File: config.mk
export PLATFORM = sky130hd
export DESIGN_NAME = nand_sync_lun_target
export DESIGN_NICKNAME = d
export VERILOG_FILES = /design/src/rtl/nand_sync_lun_target.sv
export SDC_FILE = /design/constraint.sdc
export NUM_CORES = 1
export LEC_CHECK = 0
export ABC_AREA = 0
export CORE_ASPECT_RATIO = 1.1
export CORE_MARGIN = 3
export CORE_UTILIZATION = 25
export CTS_CLUSTER_DIAMETER = 80
export DETAILED_ROUTE_END_ITERATION = 8
export HOLD_SLACK_MARGIN = 0.15
export PLACE_DENSITY_LB_ADDON = 0.25
export SLEW_MARGIN = 10
export SYNTH_ARGS = -nofsm -noshare
export SYNTH_HDL_FRONTEND = slang
export SYNTH_SLANG_ARGS = --single-unit
File: constraint.sdc
create_clock -name CLK -period 3.9 [get_ports CLK]
set_input_delay 0.39 -clock CLK [delete_from_list [all_inputs] [get_ports CLK]]
set_output_delay 0.39 -clock CLK [all_outputs]
set_load 0.02 [all_outputs]
File: src/rtl/nand_sync_lun_target.sv
// Synchronous-interface NAND LUN target model: one data register page, read/program/erase/ID/status/reset.
// Optional NAND_LUN_FAIL_INJ_EN adds FAIL_INJ; PAGE_BYTES must be a power of two no larger than 256.
module nand_sync_lun_target #(
  parameter int          PAGE_BYTES = 16,
  parameter int          T_READ     = 8,
  parameter int          T_PROG     = 32,
  parameter int          T_ERASE    = 64,
  parameter int          T_RST      = 4,
  parameter logic [31:0] ID_WORD    = 32'h2C88_0427
) (
  input  logic       CLK,
  input  logic       RESETN,
  input  logic       CEN,
  input  logic       CLE,
  input  logic       ALE,
  input  logic       WRN,
  input  logic       WPN,
`ifdef NAND_LUN_FAIL_INJ_EN
  input  logic       FAIL_INJ,
`endif
  input  logic [7:0] DQ_I,
  output logic [7:0] DQ_O,
  output logic       DQ_OE,
  output logic       DQS_O,
  output logic       RB
);

  // state        | meaning
  // IDLE         | waiting for a command
  // CMD_ADDR     | command latched, collecting address cycles
  // DIN          | program data-in, writing at the pointer
  // BUSY         | array operation counting down, RB low
  // DOUT_PAGE    | data-out from the data register at the pointer
  // DOUT_STATUS  | data-out of the status byte; ret_q holds the state to resume
  // DOUT_ID      | data-out of ID_WORD bytes
  typedef enum logic [2:0] {
    S_IDLE, S_CMD_ADDR, S_DIN, S_BUSY, S_DOUT_PAGE, S_DOUT_STATUS, S_DOUT_ID
  } state_t;

  typedef enum logic [1:0] {OP_READ, OP_PROG, OP_ERASE, OP_ID} op_t;

  localparam int PW   = $clog2(PAGE_BYTES);
  localparam int TM1  = (T_READ > T_PROG) ? T_READ : T_PROG;
  localparam int TM2  = (T_ERASE > T_RST) ? T_ERASE : T_RST;
  localparam int TMAX = (TM1 > TM2) ? TM1 : TM2;
  localparam int BW   = $clog2(TMAX + 1);

  state_t          state_q, state_d, ret_q, ret_d, tgt_q, tgt_d, eff;
  op_t             op_q, op_d;
  logic [2:0]      addr_cnt_q, addr_cnt_d;
  logic [PW-1:0]   col_q, col_d, ptr_q, ptr_d;
  logic [BW-1:0]   busy_cnt_q, busy_cnt_d;
  logic [1:0]      id_idx_q, id_idx_d;
  logic [7:0]      dq_o_q, dq_o_d;
  logic            fail_q, fail_d, wp_q, wp_d, erase_q, erase_d, inj_q, inj_d;
  logic            dqs_q, dqs_d, dq_oe_q, dq_oe_d;
  logic            busy, is_cmd, is_addr, is_din, is_dout, mem_we, mem_fill, fail_inj;
  logic [7:0]      mem_q [PAGE_BYTES];

`ifdef NAND_LUN_FAIL_INJ_EN
  assign fail_inj = FAIL_INJ;
`else
  assign fail_inj = 1'b0;
`endif

  assign busy    = (busy_cnt_q != '0);
  assign is_cmd  = !CEN &&  CLE && !ALE &&  WRN;
  assign is_addr = !CEN && !CLE &&  ALE &&  WRN;
  assign is_din  = !CEN &&  CLE &&  ALE &&  WRN;
  assign is_dout = !CEN &&  CLE &&  ALE && !WRN;
  assign eff     = (state_q == S_DOUT_STATUS) ? ret_q : state_q;

  always_comb begin
    state_d    = state_q;
    ret_d      = ret_q;
    tgt_d      = tgt_q;
    op_d       = op_q;
    addr_cnt_d = addr_cnt_q;
    col_d      = col_q;
    ptr_d      = ptr_q;
    busy_cnt_d = busy_cnt_q;
    id_idx_d   = id_idx_q;
    dq_o_d     = dq_o_q;
    fail_d     = fail_q;
    wp_d       = wp_q;
    erase_d    = erase_q;
    inj_d      = inj_q;
    dqs_d      = 1'b0;
    dq_oe_d    = !CEN && !WRN;
    mem_we     = 1'b0;
    mem_fill   = 1'b0;

    // Countdown runs regardless of CEN; completion lands in ret_q if status is being read.
    if (busy) begin
      busy_cnt_d = busy_cnt_q - BW'(1);
      if (busy_cnt_q == BW'(1)) begin
        if (state_q == S_BUSY) state_d = tgt_q;
        else if (state_q == S_DOUT_STATUS) ret_d = tgt_q;
        mem_fill = erase_q;
        erase_d  = 1'b0;
        if (inj_q) fail_d = 1'b1;
        inj_d    = 1'b0;
      end
    end

    if (is_cmd) begin
      wp_d = WPN;
      if (DQ_I == 8'hFF) begin
        busy_cnt_d = BW'(T_RST);
        tgt_d      = S_IDLE;
        state_d    = S_BUSY;
        fail_d     = 1'b0;
        ptr_d      = '0;
        erase_d    = 1'b0;
        inj_d      = 1'b0;
        mem_fill   = 1'b0;
      end else if (DQ_I == 8'h70) begin
        if (state_q != S_DOUT_STATUS) ret_d = state_d;
        state_d = S_DOUT_STATUS;
      end else if (busy) begin
        if (state_q == S_DOUT_STATUS) state_d = ret_d;
      end else begin
        state_d = S_IDLE;
        unique case (DQ_I)
          8'h00, 8'h80, 8'h60, 8'h90: begin
            state_d    = S_CMD_ADDR;
            addr_cnt_d = '0;
            if (DQ_I != 8'h90) fail_d = 1'b0;
            op_d = (DQ_I == 8'h00) ? OP_READ :
                   (DQ_I == 8'h80) ? OP_PROG :
                   (DQ_I == 8'h60) ? OP_ERASE : OP_ID;
          end
          8'h30: if (eff == S_CMD_ADDR && op_q == OP_READ && addr_cnt_q == 3'd5) begin
            state_d    = S_BUSY;
            busy_cnt_d = BW'(T_READ);
            tgt_d      = S_DOUT_PAGE;
            ptr_d      = col_q;
          end
          8'h10: if (eff == S_DIN) begin
            if (!WPN) fail_d = 1'b1;
            else begin
              state_d    = S_BUSY;
              busy_cnt_d = BW'(T_PROG);
              tgt_d      = S_IDLE;
              inj_d      = fail_inj;
            end
          end
          8'hD0: if (eff == S_CMD_ADDR && op_q == OP_ERASE && addr_cnt_q == 3'd3) begin
            if (!WPN) fail_d = 1'b1;
            else begin
              state_d    = S_BUSY;
              busy_cnt_d = BW'(T_ERASE);
              tgt_d      = S_IDLE;
              erase_d    = 1'b1;
              inj_d      = fail_inj;
            end
          end
          default: state_d = S_IDLE;
        endcase
      end
    end else if (is_addr && !busy) begin
      if (state_q != S_CMD_ADDR) state_d = S_IDLE;
      else begin
        unique case (op_q)
          OP_READ, OP_PROG: begin
            if (addr_cnt_q == 3'd5) state_d = S_IDLE;
            else begin
              addr_cnt_d = addr_cnt_q + 3'd1;
              if (addr_cnt_q == 3'd0) col_d = DQ_I[PW-1:0];
              if (op_q == OP_PROG && addr_cnt_q == 3'd4) begin
                state_d = S_DIN;
                ptr_d   = col_q;
              end
            end
          end
          OP_ERASE: begin
            if (addr_cnt_q == 3'd3) state_d = S_IDLE;
            else addr_cnt_d = addr_cnt_q + 3'd1;
          end
          default: begin
            state_d  = S_DOUT_ID;
            id_idx_d = '0;
          end
        endcase
      end
    end else if (is_din && !busy) begin
      if (state_q == S_DIN) begin
        mem_we = 1'b1;
        ptr_d  = ptr_q + PW'(1);
      end else begin
        state_d = S_IDLE;
      end
    end else if (is_dout) begin
      unique case (state_q)
        S_DOUT_PAGE: begin
          dq_o_d = mem_q[ptr_q];
          dqs_d  = 1'b1;
          ptr_d  = ptr_q + PW'(1);
        end
        S_DOUT_STATUS: begin
          dq_o_d = {wp_q, !busy, !busy, 4'b0000, fail_q};
          dqs_d  = 1'b1;
        end
        S_DOUT_ID: begin
          dq_o_d   = ID_WORD[{id_idx_q, 3'b000} +: 8];
          dqs_d    = 1'b1;
          id_idx_d = id_idx_q + 2'd1;
        end
        default: ;
      endcase
    end
  end

  always_ff @(posedge CLK or negedge RESETN) begin
    if (!RESETN) begin
      state_q    <= S_IDLE;
      ret_q      <= S_IDLE;
      tgt_q      <= S_IDLE;
      op_q       <= OP_READ;
      addr_cnt_q <= '0;
      col_q      <= '0;
      ptr_q      <= '0;
      busy_cnt_q <= '0;
      id_idx_q   <= '0;
      dq_o_q     <= 8'h00;
      fail_q     <= 1'b0;
      wp_q       <= 1'b1;
      erase_q    <= 1'b0;
      inj_q      <= 1'b0;
      dqs_q      <= 1'b0;
      dq_oe_q    <= 1'b0;
    end else begin
      state_q    <= state_d;
      ret_q      <= ret_d;
      tgt_q      <= tgt_d;
      op_q       <= op_d;
      addr_cnt_q <= addr_cnt_d;
      col_q      <= col_d;
      ptr_q      <= ptr_d;
      busy_cnt_q <= busy_cnt_d;
      id_idx_q   <= id_idx_d;
      dq_o_q     <= dq_o_d;
      fail_q     <= fail_d;
      wp_q       <= wp_d;
      erase_q    <= erase_d;
      inj_q      <= inj_d;
      dqs_q      <= dqs_d;
      dq_oe_q    <= dq_oe_d;
    end
  end

  // Data register has no reset; contents after reset are don't-care.
  always_ff @(posedge CLK) begin
    if (mem_fill) begin
      for (int i = 0; i < PAGE_BYTES; i++) mem_q[i] <= 8'hFF;
    end else if (mem_we) begin
      mem_q[ptr_q] <= DQ_I;
    end
  end

  assign DQ_O  = dq_o_q;
  assign DQS_O = dqs_q;
  assign DQ_OE = dq_oe_q;
  assign RB    = !busy;

endmodule

Word-level counts from Yosys, hierarchy flattened
Memory sizes are Yosys's and may differ from the RTL's.
Cells that the tools add are included.
W data, S select, Z words.
{"block": "totals", "reg_bits": 45, "ram_bits": 128, "elab_cells": 260, "n_memories": 1}
{"name": "mem_q", "words": 16, "width": 8, "rd": 1, "rd_clocked_by_memory_dff": 0, "wr": 16, "line_no": "58", "source": "logic [7:0] mem_q [PAGE_BYTES];"}
{"block": "op_classes", "addsub": 4, "n_eq_ne": 48, "shifts": 1, "mux": 136, "bitwise_logic": 8, "n_reduce_logical": 46}
{"op": "$mux W3", "n": 41}
{"op": "$mux W7", "n": 10}
{"op": "$mux W4", "n": 16}
{"op": "$mux W1", "n": 49}
{"op": "$eq A8 B8 Y1 const B", "n": 4}
{"op": "$shiftx A32 B6 Y8 const A", "n": 1}
{"op": "$ne A3 B3 Y1 const B", "n": 9}
{"op": "$pmux W8 S3", "n": 1}
{"op": "$mux W2", "n": 11}
{"op": "$pmux W7 S3", "n": 1}
{"op": "$logic_and A1 B1 Y1", "n": 17}
{"op": "$eq A8 B7 Y1 const B", "n": 2}
{"op": "$ne A2 B2 Y1 const B", "n": 8}
{"op": "$eq A3 B3 Y1 const B", "n": 5}
{"op": "$eq A3 B2 Y1 const B", "n": 4}
{"op": "$pmux W3 S2", "n": 2}
{"op": "$pmux W3 S4", "n": 1}
{"op": "$reduce_and A6 Y1", "n": 2}
{"op": "$reduce_bool A4 Y1", "n": 3}
{"op": "$reduce_and A11 Y1", "n": 1}
{"op": "$reduce_and A5 Y1", "n": 2}
{"op": "$ne A3 B1 Y1 const B", "n": 3}
{"op": "$ne A3 B2 Y1 const B", "n": 3}
{"op": "$pmux W3 S3", "n": 1}
{"op": "other kinds (30)", "n": 46}

Depth between registers and ports, before layout
Gate-level depths: netlist of the first run.
{"block": "depth", "ltp_word": 13, "depth_mapped": 10, "ltp_nobuf": 9}

Worst setup path before layout of the first run
OpenSTA, ideal clock, no wires.
{"block": "synth_path", "path_type": "reg-to-reg", "from": "reg busy_cnt_q[0]", "to": "mem mem_q[15][0], enable pin", "setup_time_ns": 0.329, "arrival_ns": 2.286, "required_ns": 3.571, "path_slack_ns": 1.285, "path_stages_with_launch": 11, "n_path_buf": 2, "period_less_slack_ns": 2.615, "path_cell_list": "dfrtp_1 -> inv_1 -> ha_1 -> or3b_1 -> buf_2 -> or2_1 -> buf_2 -> nor3_4 -> and2_4 -> nand3_2 -> nand2_1"}
{"item": "start: declaration", "line_no": "52", "source": "logic [BW-1:0] busy_cnt_q, busy_cnt_d;"}
{"item": "start signal: assignment", "line_no": "240", "source": "busy_cnt_q <= busy_cnt_d;"}
{"item": "end: declaration", "line_no": "58"}

Final worst setup path of the first run
{"block": "layout_path", "from": "reg busy_cnt_q[0]", "to": "out RB"}
{"block": "layout_via", "elab_chain_cells": 2}
{"item": "$reduce_bool A7 Y1", "line_no": "66", "source": "assign busy = (busy_cnt_q != '0);"}
{"item": "$logic_not A1 Y1", "line_no": "264", "source": "assign RB = !busy;"}
{"item": "end: declaration", "line_no": "25", "source": "output logic RB"}
No other way between the ends.

==> flow_metrics.env, run 1 <==
export IMPL_ys_seq_area_share_pct=55.12
export IMPL_ys_ff_latch=171
export IMPL_routed_via_density=4.703
export IMPL_grt_first_pass_wirelength_um=36150
export IMPL_critPathLaunch="busy_cnt_q[0]$_DFF_PN0_"
export IMPL_syn2layout_area_growth_pct=15.78
export IMPL_synth_edf_count=128
export IMPL_slowest_delay_ns=0.68
export IMPL_core_area_sq_um=34730
export IMPL_cts_resized=0
export IMPL_routed_wl_met2_um=11150
export IMPL_clockBufferDepth=2
export IMPL_tightest_slew_ns=0.9710
export IMPL_critPathRequiredTime_ns=3.51
export IMPL_stdcell_count=1231
export IMPL_yosysWarningCount=0
export IMPL_tns_ns=0
export IMPL_grt_max_degree=39
export IMPL_slew_headroom_pct=34.96
export IMPL_syn_area_sq_um=8927
export IMPL_num_vias=5789
export IMPL_drt_iter0_markers=413
export IMPL_status="finished clean"
export IMPL_synth_nets=752
export IMPL_place_gp_congestion=0.7902
export IMPL_rsz0062_at_grt="false"
export IMPL_period_needed_ns=3.519
export IMPL_timing_fmax_ghz=0.2842
export IMPL_io_pins=26
export IMPL_first_pass_iters=5
export IMPL_numCtsBuffers=17
export IMPL_cts_tree="built"
export IMPL_clock_skew_ns=0.01529
export IMPL_h_tree_depth=4
export IMPL_clk_latency_ns=0.44
export IMPL_postRouteAntennaNets=0
export IMPL_avgSynthCellArea_sq_um=12.33
export IMPL_finalCritPeriodShare_pct=90.24
export IMPL_final_hold_violation_count=0
export IMPL_die_h_um=204.2
export IMPL_antenna_found_initial=0
export IMPL_setup_viol=0
export IMPL_p_leak_nw=3.783
export IMPL_wl_met1_um=10910
export IMPL_grt_pass1_vias=5709
export IMPL_io_buffers=25
export IMPL_die_w_um=186.2
export IMPL_grt_ovfl_total=0
export IMPL_dieArea_sq_um=38020
export IMPL_path_buf_inv=3
export IMPL_syn_inst=724
export IMPL_routedWlPerCell_um=18.97
export IMPL_dp_cells=1198
export IMPL_cp_arrival_ns=3.13
export IMPL_crit_chain="inv_1 > ha_1 > or3b_1 > or2_1 > inv_1 > clkdlybuf4s50_1"
export IMPL_nets=772
export IMPL_ir_drop_mv=0.2413
export IMPL_cp_top_family="buffers and inverters"
export IMPL_track_usage_pct=12.80
export IMPL_critPathSlowestCell="clkdlybuf4s50_1"
export IMPL_start_util_pct=25.70
export IMPL_diodes=0
export IMPL_cts_hold_fix_buffers=1
export IMPL_numClockSinks=171
export IMPL_yosys_most_used_dff="edfxtp_1"
export IMPL_crit_top_cell="inv_1"
export IMPL_top_layer_used="met4"
export IMPL_worstReg2RegStart="busy_cnt_q[0]$_DFF_PN0_"
export IMPL_wl_met3_um=932
export IMPL_end_kind="output port"
export IMPL_path_class="reg2out"
export IMPL_worst_setup_path_start_kind="flip-flop"
export IMPL_drive_gt1_share_pct=32.10
export IMPL_drv_slew=0
export IMPL_dp_hpwl_um=16650
export IMPL_path_clk_slew_ns=0.07
export IMPL_post_cts_buffers=0
export IMPL_yosysUniqueCellTypes=73
export IMPL_drc=0
export IMPL_crit_path_max_fanout=11
export IMPL_clock_root_buffer="clkbuf_16"
export IMPL_drv_cap=0
export IMPL_async_reset_ff_share_pct=25.15
export IMPL_min_path_type="in2async"
export IMPL_power_total_mw=5.090
export IMPL_power_density_nw_per_um2=492.5
export IMPL_drt_total_wl_um=23350
export IMPL_row_count=71
## layout by cell type, fill, tap and decap left out, drive strengths merged, types with 4 or more instances in the layout
master	n
or2	130
edfxtp	128
nand2	64
dfrtp	42
mux4	36
nor2	33
a21oi	32
inv	25
clkdlybuf4s50	24
o21ai	21
buf	19
clkbuf	17
nand3	16
nor3	14
ha	13
nand2b	9
and2	9
or3	8
mux2i	8
mux2	8
nand4	6
nor2b	6
o31ai	5
a22o	5
nor4	5
clkinv	5
a31o	4
o211ai	4
and3	4
or4	4
## state kept, by name, summed over array words and instances (netlist names)
| signal | count |
|---|---|
| inj_q | 1 |
| DQS_O | 1 |
| DQ_O | 8 |
| wp_q | 1 |
| DQ_OE | 1 |
| id_idx_q | 2 |
| tgt_q | 1 |
| addr_cnt_q | 3 |
| erase_q | 1 |
| op_q | 2 |
| mem_q | 128 |
| state_q | 3 |
| busy_cnt_q | 7 |
| ret_q | 3 |
| ptr_q | 4 |
| fail_q | 1 |
| col_q | 4 |
## cell families (layout without fill, tap and decap cells)
group           count (synthesis)  count (layout)  synth area share (%)
compound gates                106             106                 7.975
xor+xnor                        4               4                0.3925
fa+ha+maj                      13              13                 1.822
buf+inv                        59              92                 2.719
flops                         171             171                 55.12
mux                            52              52                 11.03
simple gates                  319             319                 20.94
## cell usage after synthesis, drive strengths merged, types with 13 or more instances
cell	instances	share of area (%)
edfxtp	128	43
nand3	16	1.4
mux4	36	9.1
ha	13	1.8
nor2	33	1.4
or2	130	9.1
inv	16	0.67
a21oi	32	1.8
dfrtp	42	12
nor3	14	0.91
o21ai	21	1.2
clkbuf	29	1.2
nand2	64	3.0
buf	14	0.83
## worst reg2reg max path, stage by stage (launching register included)
cell      delay, ns
dfrtp_1        0.43
inv_1          0.08
ha_1           0.20
or3b_1         0.50
or2_1          0.45
inv_1          0.36
nand4_1        0.20
a211oi_2       0.38
and2_4         0.24
mux2_4         0.29
## final timing paths
check                           cells after the start  slack, ns                 endpoint
worst max-delay path                                6       0.38                       RB
worst max register to register                      9       0.65     ptr_q[1]$_DFFE_PN0P_
worst min-delay path                                2       0.44  busy_cnt_q[6]$_DFF_PN0_
worst min register to register                      2       0.47         wp_q$_DFFE_PN1P_
max in group asynchronous                           3       2.70         wp_q$_DFFE_PN1P_
min in group CLK                                    2       0.47         wp_q$_DFFE_PN1P_
## stage by stage
step / hold slack (ns) / area (sq um) / setup WS, ns / util (%)
5_1_grt: 0.4727 / 10340 / 0.2269 / 29.76
3_3_place_gp: 0.3763 / 9732 / 0.6995 / 28.02
3_5_place_dp: 0.3879 / 9732 / 0.6428 / 28.02
4_1_cts: 0.4563 / 10340 / 0.3557 / 29.76
2_1_floorplan: 0.09441 / 8927 / 1.285 / -
6_report: 0.4382 / 10340 / 0.3808 / 29.76
## where the power goes
| group | total, mW | leakage, nW | internal (mW) | switching, mW |
|---|---|---|---|---|
| logic | 1.12 | 1.43 | 0.486 | 0.632 |
| registers | 2.26 | 2.06 | 2.06 | 0.208 |
| clock network | 1.71 | 0.289 | 0.868 | 0.840 |
## routing by layer
| metal | vias up | GRT usage, % |
|---|---|---|
| met5 | - | 0 |
| met4 | 0 | 3.831 |
| met3 | 21 | 2.154 |
| met2 | 133 | 20.14 |
| met1 | 2924 | 18.13 |
| li1 | 2711 | - |
## area by class of cell
type | instances | area (sq um)
Fill cell | 3525 | 24400
Tap cell | 474 | 593.1
Multi-Input combinational cell | 494 | 3764
Timing Repair Buffer | 44 | 402.9
Clock buffer | 17 | 425.4
Clock inverter | 15 | 168.9
Inverter | 16 | 60.06
Sequential cell | 171 | 4922
Power figures use the tool's default switching activity.
==> run 2: changes to the inputs <==
==> constraint.sdc (replaced) <==
create_clock -name CLK -period 3.4 [get_ports CLK]
set_input_delay 0.34 -clock CLK [delete_from_list [all_inputs] [get_ports CLK]]
set_output_delay 0.34 -clock CLK [all_outputs]
set_load 0.02 [all_outputs]
==> run 2 against run 1 <==
Against the previous run: combinational power up 26%; clock power grew 26%; routed wire length up 0.85%; clock skew down 0.0028 ns; critical path type unchanged; largest power group unchanged.
==> flow_metrics.env, run 2 (synthesized netlist as in run 1, its figures left out) <==
export IMPL_sequentialPowerShare_pct=41.6
export IMPL_numClockSinks=171
export IMPL_status="finished clean"
export IMPL_drt_total_wl_um=23550
export IMPL_dp_cells=1211
export IMPL_grt_first_pass_wirelength_um=36720
export IMPL_rsz0062_at_grt="false"
export IMPL_diodes=0
export IMPL_path_class="reg2out"
export IMPL_power_density_nw_per_um2=580.9
export IMPL_first_pass_iters=4
export IMPL_min_path_type="reg2reg"
export IMPL_final_util_pct=30.20
export IMPL_seq_area_sq_um=4922
export IMPL_multiInputGateArea_sq_um=3764
export IMPL_tns_ns=0
export IMPL_routed_via_density=4.678
export IMPL_postRouteAntennaNets=0
export IMPL_final_hold_violation_count=0
export IMPL_drv_cap=0
export IMPL_clkPwrFrac_pct=35.3
export IMPL_grt_pass1_vias=5956
export IMPL_stdcell_count=1244
export IMPL_finalCritPeriodShare_pct=94.35
export IMPL_io_buffers=25
export IMPL_p_comb_share_pct=23.1
export IMPL_switching_share_pct=31.78
export IMPL_clk_latency_ns=0.44
export IMPL_place_gp_congestion=0.8467
export IMPL_clock_skew_ns=0.01251
export IMPL_cts_tree="built"
export IMPL_setup_viol=0
export IMPL_clockBufferDepth=2
export IMPL_n_fill_cell=3531
export IMPL_grt_ovfl_total=0
export IMPL_clock_root_buffer="clkbuf_16"
export IMPL_top_register="mem_q"
export IMPL_start_util_pct=25.70
export IMPL_grt_max_degree=44
export IMPL_tightest_slew_ns=1.025
export IMPL_cp_arrival_ns=2.87
export IMPL_worst_setup_path_start_kind="flip-flop"
export IMPL_internal_power_mw=4.157
export IMPL_timing_fmax_ghz=0.3117
export IMPL_power_switching_mw=1.937
export IMPL_dp_hpwl_um=16970
export IMPL_dieArea_sq_um=38020
export IMPL_hold_ws_ns=0.4698
export IMPL_slew_headroom_pct=31.65
export IMPL_die_h_um=204.2
export IMPL_path_clk_slew_ns=0.08
export IMPL_numCtsBuffers=17
export IMPL_drive_gt1_share_pct=33.25
export IMPL_end_kind="output port"
export IMPL_num_vias=5820
export IMPL_power_total_mw=6.094
export IMPL_core_area_sq_um=34730
export IMPL_syn2layout_area_growth_pct=17.51
export IMPL_io_pins=26
export IMPL_crit_path_max_fanout=8
export IMPL_post_cts_buffers=0
export IMPL_routedWlPerCell_um=18.93
export IMPL_die_w_um=186.2
export IMPL_nets=785
export IMPL_h_tree_depth=4
export IMPL_layout_commonest_cell="edfxtp_1"
export IMPL_drc=0
export IMPL_final_cell_mix="edfxtp_1 (128), or2_2 (115), nand2_1 (52)"
export IMPL_period_needed_ns=3.208
export IMPL_critPathRequiredTime_ns=3.06
export IMPL_drt_iter0_markers=417
export IMPL_largest_register_ffs=128
export IMPL_p_leak_nw=3.870
export IMPL_drv_slew=0
export IMPL_ir_drop_mv=0.3515
export IMPL_track_usage_pct=12.86
export IMPL_antenna_found_initial=0
export IMPL_row_count=71
[run 2: changes by cell type in the layout (fill, tap and decap cells not counted)]
cell / before / now
buf_4: 17 / 30
bufinv_16: 0 / 3
clkinv_2: 1 / 0
clkinvlp_4: 1 / 0
inv_12: 1 / 0
inv_6: 3 / 5
inv_8: 5 / 3
[run 2: final timing paths]
kind,start,endpoint,slack (ns),cells past startpoint
worst max-delay path,busy_cnt_q[1]$_DFF_PN0_,RB,0.19,6
min in group asynchronous,RESETN,busy_cnt_q[6]$_DFF_PN0_,0.61,2
worst min-delay path,wp_q$_DFFE_PN1P_,wp_q$_DFFE_PN1P_,0.47,2
worst max register to register,busy_cnt_q[1]$_DFF_PN0_,mem_q[15][0]$_SDFFCE_PN1P_,0.29,8
max in group asynchronous,RESETN,ptr_q[0]$_DFFE_PN0P_,2.08,2
worst min register to register,wp_q$_DFFE_PN1P_,wp_q$_DFFE_PN1P_,0.47,2
[run 2: through the flow]
| stage | worst slack (ns) | area [sq um] |
|---|---|---|
| 6_report | 0.1922 | 10490 |
| 3_5_place_dp | 0.2597 | 9829 |
| 3_3_place_gp | 0.2287 | 9829 |
| 2_1_floorplan | 0.7851 | 8927 |
| 5_1_grt | 0.04545 | 10490 |
| 4_1_cts | 0.1666 | 10490 |
[run 2: layout make-up]
cell class / count / share of cell area, %
Inverter: 16 / 0.5725
Multi-Input combinational cell: 494 / 35.88
Sequential cell: 171 / 46.92
Tap cell: 474 / 5.654
Clock inverter: 15 / 2.147
Clock buffer: 17 / 4.055
Timing Repair Buffer: 57 / 4.771
[run 2: power groups by stage]
stage / Sequential [mW] / Combinational [mW] / Clock, mW
after global routing: 2.56 / 1.54 / 2.28
after floorplan: 2.56 / 0.935 / 0
final: 2.54 / 1.41 / 2.15
after detailed placement: 2.58 / 1.41 / 0
after CTS: 2.54 / 1.42 / 2.20
after global placement: 2.58 / 1.43 / 0
[run 2: what timing repair did]
| action | CTS | global route |
|---|---|---|
| hold endpoints to repair | 42 | 0 |
| gates resized for setup | 0 | 0 |
| hold buffers | 1 | 0 |
[run 2: worst max-delay path, stage by stage, from the launching register on]
cell             delay, ns
dfrtp_1               0.42
inv_1                 0.09
ha_1                  0.19
or3b_1                0.49
or2_1                 0.37
inv_1                 0.20
clkdlybuf4s50_1       0.66
[run 2: metal layers]
metal	global-route usage, %	wire length, um
met1	17.44	10910
met3	2.545	872
met4	3.724	323
met5	0	0
met2	20.88	11440
